$ cat src/rtl/sync_pkg.sv
`default_nettype none
// +----------------------------------------------------------------------+
// | sync_pkg : shared defaults and width helper for sync_filter_edge      |
// | Rev 1.0                                                               |
// +----------------------------------------------------------------------+
package sync_pkg;

    localparam int DEF_NUM_STAGES = 2;
    localparam int DEF_FILT_LEN   = 3;
    localparam int DEF_NUM_CH     = 4;

    // Counter width for a modulo-n count; never narrower than one bit.
    function automatic int clog2_min1(input int n);
        return (n <= 2) ? 1 : $clog2(n);
    endfunction

endpackage
`default_nettype wire

$ cat src/rtl/sync_filter_edge_if.sv
`default_nettype none
// +----------------------------------------------------------------------+
// | sync_filter_edge_if : async input bus and filtered level/edge outputs |
// | Rev 1.0                                                               |
// +----------------------------------------------------------------------+
interface sync_filter_edge_if
    import sync_pkg::*;
#(
    parameter int NUM_CH = DEF_NUM_CH
);

    logic [NUM_CH-1:0] ASYNC;
    logic [NUM_CH-1:0] SYNC;
    logic [NUM_CH-1:0] RISE;
    logic [NUM_CH-1:0] FALL;

    modport master (output ASYNC, input SYNC, input RISE, input FALL);
    modport slave  (input ASYNC, output SYNC, output RISE, output FALL);

endinterface
`default_nettype wire

$ cat src/rtl/sync_filter_ch.sv
`default_nettype none
// +----------------------------------------------------------------------+
// | sync_filter_ch : single-channel stability filter with edge pulses     |
// | Rev 1.0                                                               |
// +----------------------------------------------------------------------+
module sync_filter_ch
    import sync_pkg::*;
#(
    parameter int   FILT_LEN = DEF_FILT_LEN,
    parameter logic RST_VAL  = 1'b0
) (
    input  logic CLK,
    input  logic RST,
    input  logic i_s,
    output logic o_sync,
    output logic o_rise,
    output logic o_fall
);

    localparam int              CNT_W     = clog2_min1(FILT_LEN);
    localparam logic [CNT_W-1:0] c_CNT_MAX = CNT_W'(FILT_LEN - 1);

    logic [CNT_W-1:0] r_cnt;
    logic             r_sync;
    logic             r_rise;
    logic             r_fall;

    // Any return of i_s to the held level wipes the count: no partial credit.
    always_ff @(posedge CLK or negedge RST) begin
        if (!RST) begin
            r_cnt  <= '0;
            r_sync <= RST_VAL;
            r_rise <= 1'b0;
            r_fall <= 1'b0;
        end else begin
            r_rise <= 1'b0;
            r_fall <= 1'b0;
            if (i_s == r_sync) begin
                r_cnt <= '0;
            end else if (r_cnt == c_CNT_MAX) begin
                r_cnt  <= '0;
                r_sync <= i_s;
                r_rise <= i_s;
                r_fall <= ~i_s;
            end else begin
                r_cnt <= r_cnt + 1'b1;
            end
        end
    end

    assign o_sync = r_sync;
    assign o_rise = r_rise;
    assign o_fall = r_fall;

endmodule
`default_nettype wire

$ cat src/rtl/sync_filter_edge.sv
`default_nettype none
// +----------------------------------------------------------------------+
// | sync_filter_edge : multi-channel synchroniser, glitch filter, edges   |
// | Rev 1.0                                                               |
// +----------------------------------------------------------------------+
module sync_filter_edge
    import sync_pkg::*;
#(
    parameter int              NUM_STAGES = DEF_NUM_STAGES,
    parameter int              NUM_CH     = DEF_NUM_CH,
    parameter int              FILT_LEN   = DEF_FILT_LEN,
    parameter logic [NUM_CH-1:0] RST_VAL  = {NUM_CH{1'b0}}
) (
    input  logic              CLK,
    input  logic              RST,
    sync_filter_edge_if.slave bus
);

    if (NUM_STAGES < 1) begin : g_bad_stages
        $error("sync_filter_edge: NUM_STAGES must be >= 1");
    end
    if (FILT_LEN < 1) begin : g_bad_filt
        $error("sync_filter_edge: FILT_LEN must be >= 1");
    end

    logic [NUM_CH-1:0] r_stage [NUM_STAGES];
    logic [NUM_CH-1:0] w_s;
    logic [NUM_CH-1:0] w_sync;
    logic [NUM_CH-1:0] w_rise;
    logic [NUM_CH-1:0] w_fall;

    always_ff @(posedge CLK or negedge RST) begin
        if (!RST) begin
            for (int k = 0; k < NUM_STAGES; k++) begin
                r_stage[k] <= RST_VAL;
            end
        end else begin
            r_stage[0] <= bus.ASYNC;
            for (int k = 1; k < NUM_STAGES; k++) begin
                r_stage[k] <= r_stage[k-1];
            end
        end
    end

    assign w_s = r_stage[NUM_STAGES-1];

    for (genvar i = 0; i < NUM_CH; i++) begin : g_ch
        sync_filter_ch #(
            .FILT_LEN (FILT_LEN),
            .RST_VAL  (RST_VAL[i])
        ) u_ch (
            .CLK    (CLK),
            .RST    (RST),
            .i_s    (w_s[i]),
            .o_sync (w_sync[i]),
            .o_rise (w_rise[i]),
            .o_fall (w_fall[i])
        );
    end

    assign bus.SYNC = w_sync;
    assign bus.RISE = w_rise;
    assign bus.FALL = w_fall;

endmodule
`default_nettype wire

$ cat src/flat_wrapper.sv
// flat-port wrapper written by rule: the top's interface ports become plain ports
module sync_filter_edge_flat import sync_pkg::*;
#(
    parameter int              NUM_STAGES = DEF_NUM_STAGES,
    parameter int              NUM_CH     = DEF_NUM_CH,
    parameter int              FILT_LEN   = DEF_FILT_LEN,
    parameter logic [NUM_CH-1:0] RST_VAL  = {NUM_CH{1'b0}}
)
  (CLK, RST, bus_ASYNC, bus_SYNC, bus_RISE, bus_FALL);
  sync_filter_edge_if #(.NUM_CH(NUM_CH)) bus_i ();
  input  logic CLK;
  input  logic RST;
  input wire logic [$bits(bus_i.ASYNC)-1:0] bus_ASYNC;
  output wire logic [$bits(bus_i.SYNC)-1:0] bus_SYNC;
  output wire logic [$bits(bus_i.RISE)-1:0] bus_RISE;
  output wire logic [$bits(bus_i.FALL)-1:0] bus_FALL;
  assign bus_i.ASYNC = bus_ASYNC;
  assign bus_SYNC = bus_i.SYNC;
  assign bus_RISE = bus_i.RISE;
  assign bus_FALL = bus_i.FALL;
  sync_filter_edge #(.NUM_STAGES(NUM_STAGES), .NUM_CH(NUM_CH), .FILT_LEN(FILT_LEN), .RST_VAL(RST_VAL)) u_core (.CLK(CLK), .RST(RST), .bus(bus_i));
endmodule
$ cat config.mk
export PLATFORM = sky130hd
export DESIGN_NAME = sync_filter_edge_flat
export DESIGN_NICKNAME = d
export VERILOG_FILES = /design/src/rtl/sync_pkg.sv /design/src/rtl/sync_filter_edge_if.sv /design/src/rtl/sync_filter_ch.sv /design/src/rtl/sync_filter_edge.sv /design/src/flat_wrapper.sv
export SDC_FILE = /design/constraint.sdc
export NUM_CORES = 1
export LEC_CHECK = 0
export BUFFER_PORTS_ARGS = -buffer_cell sky130_fd_sc_hd__clkbuf_2
export CAP_MARGIN = 5
export CORE_MARGIN = 2
export CORE_UTILIZATION = 25
export CTS_BUF_LIST = sky130_fd_sc_hd__clkbuf_16
export CTS_CLUSTER_DIAMETER = 40
export DETAILED_ROUTE_END_ITERATION = 10
export PLACE_DENSITY = 0.52
export SYNTH_ARGS = -nofsm -noshare
export SYNTH_HDL_FRONTEND = slang
export SYNTH_SLANG_ARGS = --single-unit
$ cat constraint.sdc
create_clock -name CLK -period 3.15 [get_ports CLK]
set_clock_uncertainty 0.2 [all_clocks]
set_input_delay 0.315 -clock CLK [delete_from_list [all_inputs] [get_ports CLK]]
set_output_delay 0.315 -clock CLK [all_outputs]
set_load 0.01 [all_outputs]
; ---- Word level (Yosys, flattened, before mapping)
; Index checks and enable logic that the tools add are counted.
[totals]
reg_bits = 28
rom_bits = 0
latchBits = 0
ramBits = 0
memories = 0
[op_classes]
add_sub_neg = 4
bitwise = 8
mul = 0
n_div = 0
shift = 0
n_lt_le_gt_ge = 0
eq_ne = 8
n_reduce_logical = 4
n_mux = 24
[ops]
columns = operator, n
row1 = $mux W1, 16
row2 = $mux W2, 8
row3 = $add A2 B1 Y2 const B, 4
row4 = $eq A2 B2 Y1 const B, 4
row5 = $not A1 Y1, 8
row6 = $reduce_and A2 Y1, 4
row7 = $eq A1 B1 Y1, 4

; ---- Depth between registers and ports, before layout
[depth]
ltp_word = 3
depth_mapped = 2

; ---- By module
; Synthesis repeated with hierarchy kept, for this count alone.
[unflattened]
cells_unflattened = 56
area_unflattened_um2 = 960.9
[by_module_without_submodules]
columns = mod, area_per_inst_um2, n_inst, cells_per_inst
row1 = sync_filter_ch, 190.2, 4, 12
row2 = sync_filter_edge, 200.2, 1, 8

; ---- Worst setup path before layout
; OpenSTA, ideal clock, no wires.
[synth_timing]
kind = reg2reg
startpoint = register u_core.g_ch[0].u_ch.r_cnt[0]
endpoint = register u_core.g_ch[0].u_ch.r_sync
arrival_ps = 827
required_time_ps = 2825
path_stages_with_launch = 3
path_buffers = 0
path_slack_ps = 1998
period_less_slack_ps = 1152
cell_sequence = dfrtp_1 -> nor2b_4 -> mux2_2
[synth_between]
elab_chain_cells = 2
[synth_lines]
columns = item, line_no
row1 = "start, declared", sync_filter_ch.sv:23  ; logic [CNT_W-1:0] r_cnt;
row2 = "start signal, assigned", sync_filter_ch.sv:46  ; r_cnt <= r_cnt + 1'b1;
row3 = $eq A2 B2 Y1, sync_filter_ch.sv:40  ; end else if (r_cnt == c_CNT_MAX) begin
row4 = $reduce_and A2 Y1 (no line), --
row5 = "end signal, assigned", sync_filter_ch.sv:42  ; r_sync <= i_s;
row6 = "end, declared", sync_filter_ch.sv:24  ; logic r_sync;
; Every way passes these cells.
; A chain may end at the register's enable or synchronous reset.

; ---- Worst setup path after layout
[layout_timing]
startpoint = register u_core.g_ch[1].u_ch.r_sync
endpoint = output port bus_SYNC[1]
[layout_rtl]
columns = item, line_no
row1 = "start, declared", sync_filter_ch.sv:24
row2 = "start signal, assigned", sync_filter_ch.sv:42
row3 = "end, declared", flat_wrapper.sv:14  ; output wire logic [$bits(bus_i.SYNC)-1:0] bus_SYNC;
; No word-level cell between the ends.

==> reports/metrics.yaml <==
logic_synthesis:
  netlist_instances: 68
  yosysSeqAreaShare: 0.668
  synth_most_common_cell: "dfrtp_1"
  syn_area_per_cell_um2: 15.4
  synth_top_area_frac: 0.668
  ys_warn_count: 0
  ys_async_sr_fraction: 1.00
  synthesis.nets: 74
  synthTopCellsByArea: "dfrtp_1 67%, buf_4 8.6%, nor3b_1 5.7%"
  synth_edf_count: 0
  synth_ff_type: "dfrtp_1"
  yosys-top-cells-count: "28 x dfrtp_1, 12 x buf_4, 8 x nor3b_1"
  ys_types: 10
  ys_ff_latch: 28
  yosysTopAreaCell: "dfrtp_1"
  syn_area_um2: 1050
final_layout:
  areaGrowthSynthToFinish_pct: 20.3
  diodes: 0
  fin_cells: 132
  drive_gt1_frac: 0.354
  fin_nets: 89
  fillerInstances: 409
  stdcell_area_um2: 1260
  final_util: 0.313
grt:
  grt_first_pass_wirelength_um: 2400
  overflow: 0
  grt_use_total: 0.0699
  grt_pass1_vias: 546
  grt_max_degree: 29
  antenna_found_initial: 0
critical_path:
  cp_slowest_cell: "dfrtp_1"
  cp-end-kind: "primary output"
  critPathBufInv: 1
  critical_path_class: "flop to primary output"
  cp_max_fo: 5
  cp_cell_sequence: "clkbuf_2"
  critical_path.top_delay_family: "flip-flops"
  required_ns: 2.63
  arrival_ns: 0.83
  reg2reg_slack_ns: 1.95
  slowest_delay_ns: 0.42
  start_kind: "flop"
sta:
  finalSetupViolations: 0
  maxSlewHeadroom: 0.554
  setup_tns_ns: 0
  fin_hold_ws_ns: 0.147
  finalCriticalPeriod_ns: 1.35
  timing.fmax_mhz: 742
  hold_violations: 0
  slew_violations: 0
  tightest_slew_ns: 0.669
  rsz0062_at_grt: "no"
  period_share: 0.428
floorplan:
  initial_utilization: 0.260
  die_h_um: 68.8
  die_area_um2: 4730
  ios: 18
  core_area_um2: 4030
  dieWidth_um: 68.8
  num_rows: 23
pwr:
  pwr_density_cell_nw_per_um2: 892
  p_leak_uw: 0.000601
  vdd_ir_drop_max_mv: 0.249
placed_design:
  gp_congestion: 0.639
  placed_cell_area_um2: 1110
  dpl.cell_count: 123
  hpwl_um: 938
  port_buffers: 17
detailed_routing:
  route.detailed.drc: 0
  drt-pass1-iter-count: 2
  drt_wl_total_um: 1320
  wl_met1_um: 582
  top_layer_used: "met4"
  avgRoutedWirePerCell_um: 10.0
  routed-via-count: 511
  viasPerCell: 3.87
  ant_nets: 0
  met3_length_um: 85
  drt_iter0_markers: 3
  dr_wl_met2_um: 637
clock_network:
  root_buffer: "clkbuf_16"
  tritoncts: "yes"
  clk_latency_ns: 0.26
  cts_max_level: 1
  clock_sinks: 28
  clk_pin_slew_ns: 0.07
  numCtsBuffers: 3
  cts_setup_buffers: 0
  clk_path_buf_depth: 2
run_status:
  status: "complete, no violations"
flow_run:
  drv_cap: 0
worst_hold_path:
  holdCritPathClass: "flop to flop"
==> metrics by stage <==
step	setup WS, ns	power (uW)
finish	1.80	1130
detailed placement	1.96	771
global route	1.72	1200
CTS	1.78	1150
floorplan	2.00	743
global placement	1.99	756
==> placed cells by master (no fill, tap or decap) <==
cell,n
and3b_1,4
bufinv_16,1
clkbuf_16,3
clkbuf_2,17
dfrtp_1,28
dlygate4sd3_1,5
mux2_2,2
mux2_4,2
nand2b_4,2
nor2b_4,2
nor3_1,4
nor3b_1,8
xnor2_1,4
==> cell families after synthesis <==
kind of cell / share of synthesized area
flops: 0.668
xor+xnor: 0.0334
buf+inv: 0.0859
mux: 0.0501
simple gates: 0.162
==> layout make-up <==
class	instances	area [um^2]	area share
sequential	28	701	0.556
multi-input combinational	28	258	0.204
timing repair buffer	22	135	0.107
clock buffer	3	75.1	0.0595
tap	50	62.6	0.0496
clock inverter	1	30.0	0.0238
==> layer usage <==
layer	global-route usage	vias to the layer above
met1	0.0897	250
met4	0.0441	0
li1	-	243
met5	0	-
met3	0.0211	4
met2	0.102	14
==> registers in the layout (all words and copies together) (netlist names) <==
register / cells
u_core.g_ch.u_ch.o_fall: 4
u_core.g_ch.u_ch.r_cnt: 8
u_core.g_ch.u_ch.o_sync: 4
u_core.r_stage: 4
u_core.w_s: 4
u_core.g_ch.u_ch.o_rise: 4
==> where the power goes <==
part	switching, uW	internal (uW)	total, uW
Clock	111	253	363
Sequential	81.4	445	527
Combinational	89.4	146	235
Total	281	844	1130
==> worst paths after layout <==
kind                                         startpoint                           end  depth (start not counted)
min in group asynchronous                           RST    u_core.g_ch[0].u_ch.o_rise                          2
max reg2reg                u_core.g_ch[0].u_ch.r_cnt[0]    u_core.g_ch[0].u_ch.o_sync                          2
max in group asynchronous                           RST  u_core.g_ch[2].u_ch.r_cnt[0]                          2
min reg2reg                           u_core.r_stage[6]                 u_core.w_s[2]                          0
min                                   u_core.r_stage[6]                 u_core.w_s[2]                          0
max                          u_core.g_ch[1].u_ch.o_sync                   bus_SYNC[1]                          1
==> repair_timing <==
action                    4_1_cts  5_1_grt
resized for setup               0        0
hold buffers                    5        0
hold endpoints to repair       32        0
(Power assumes the default switching activity.)
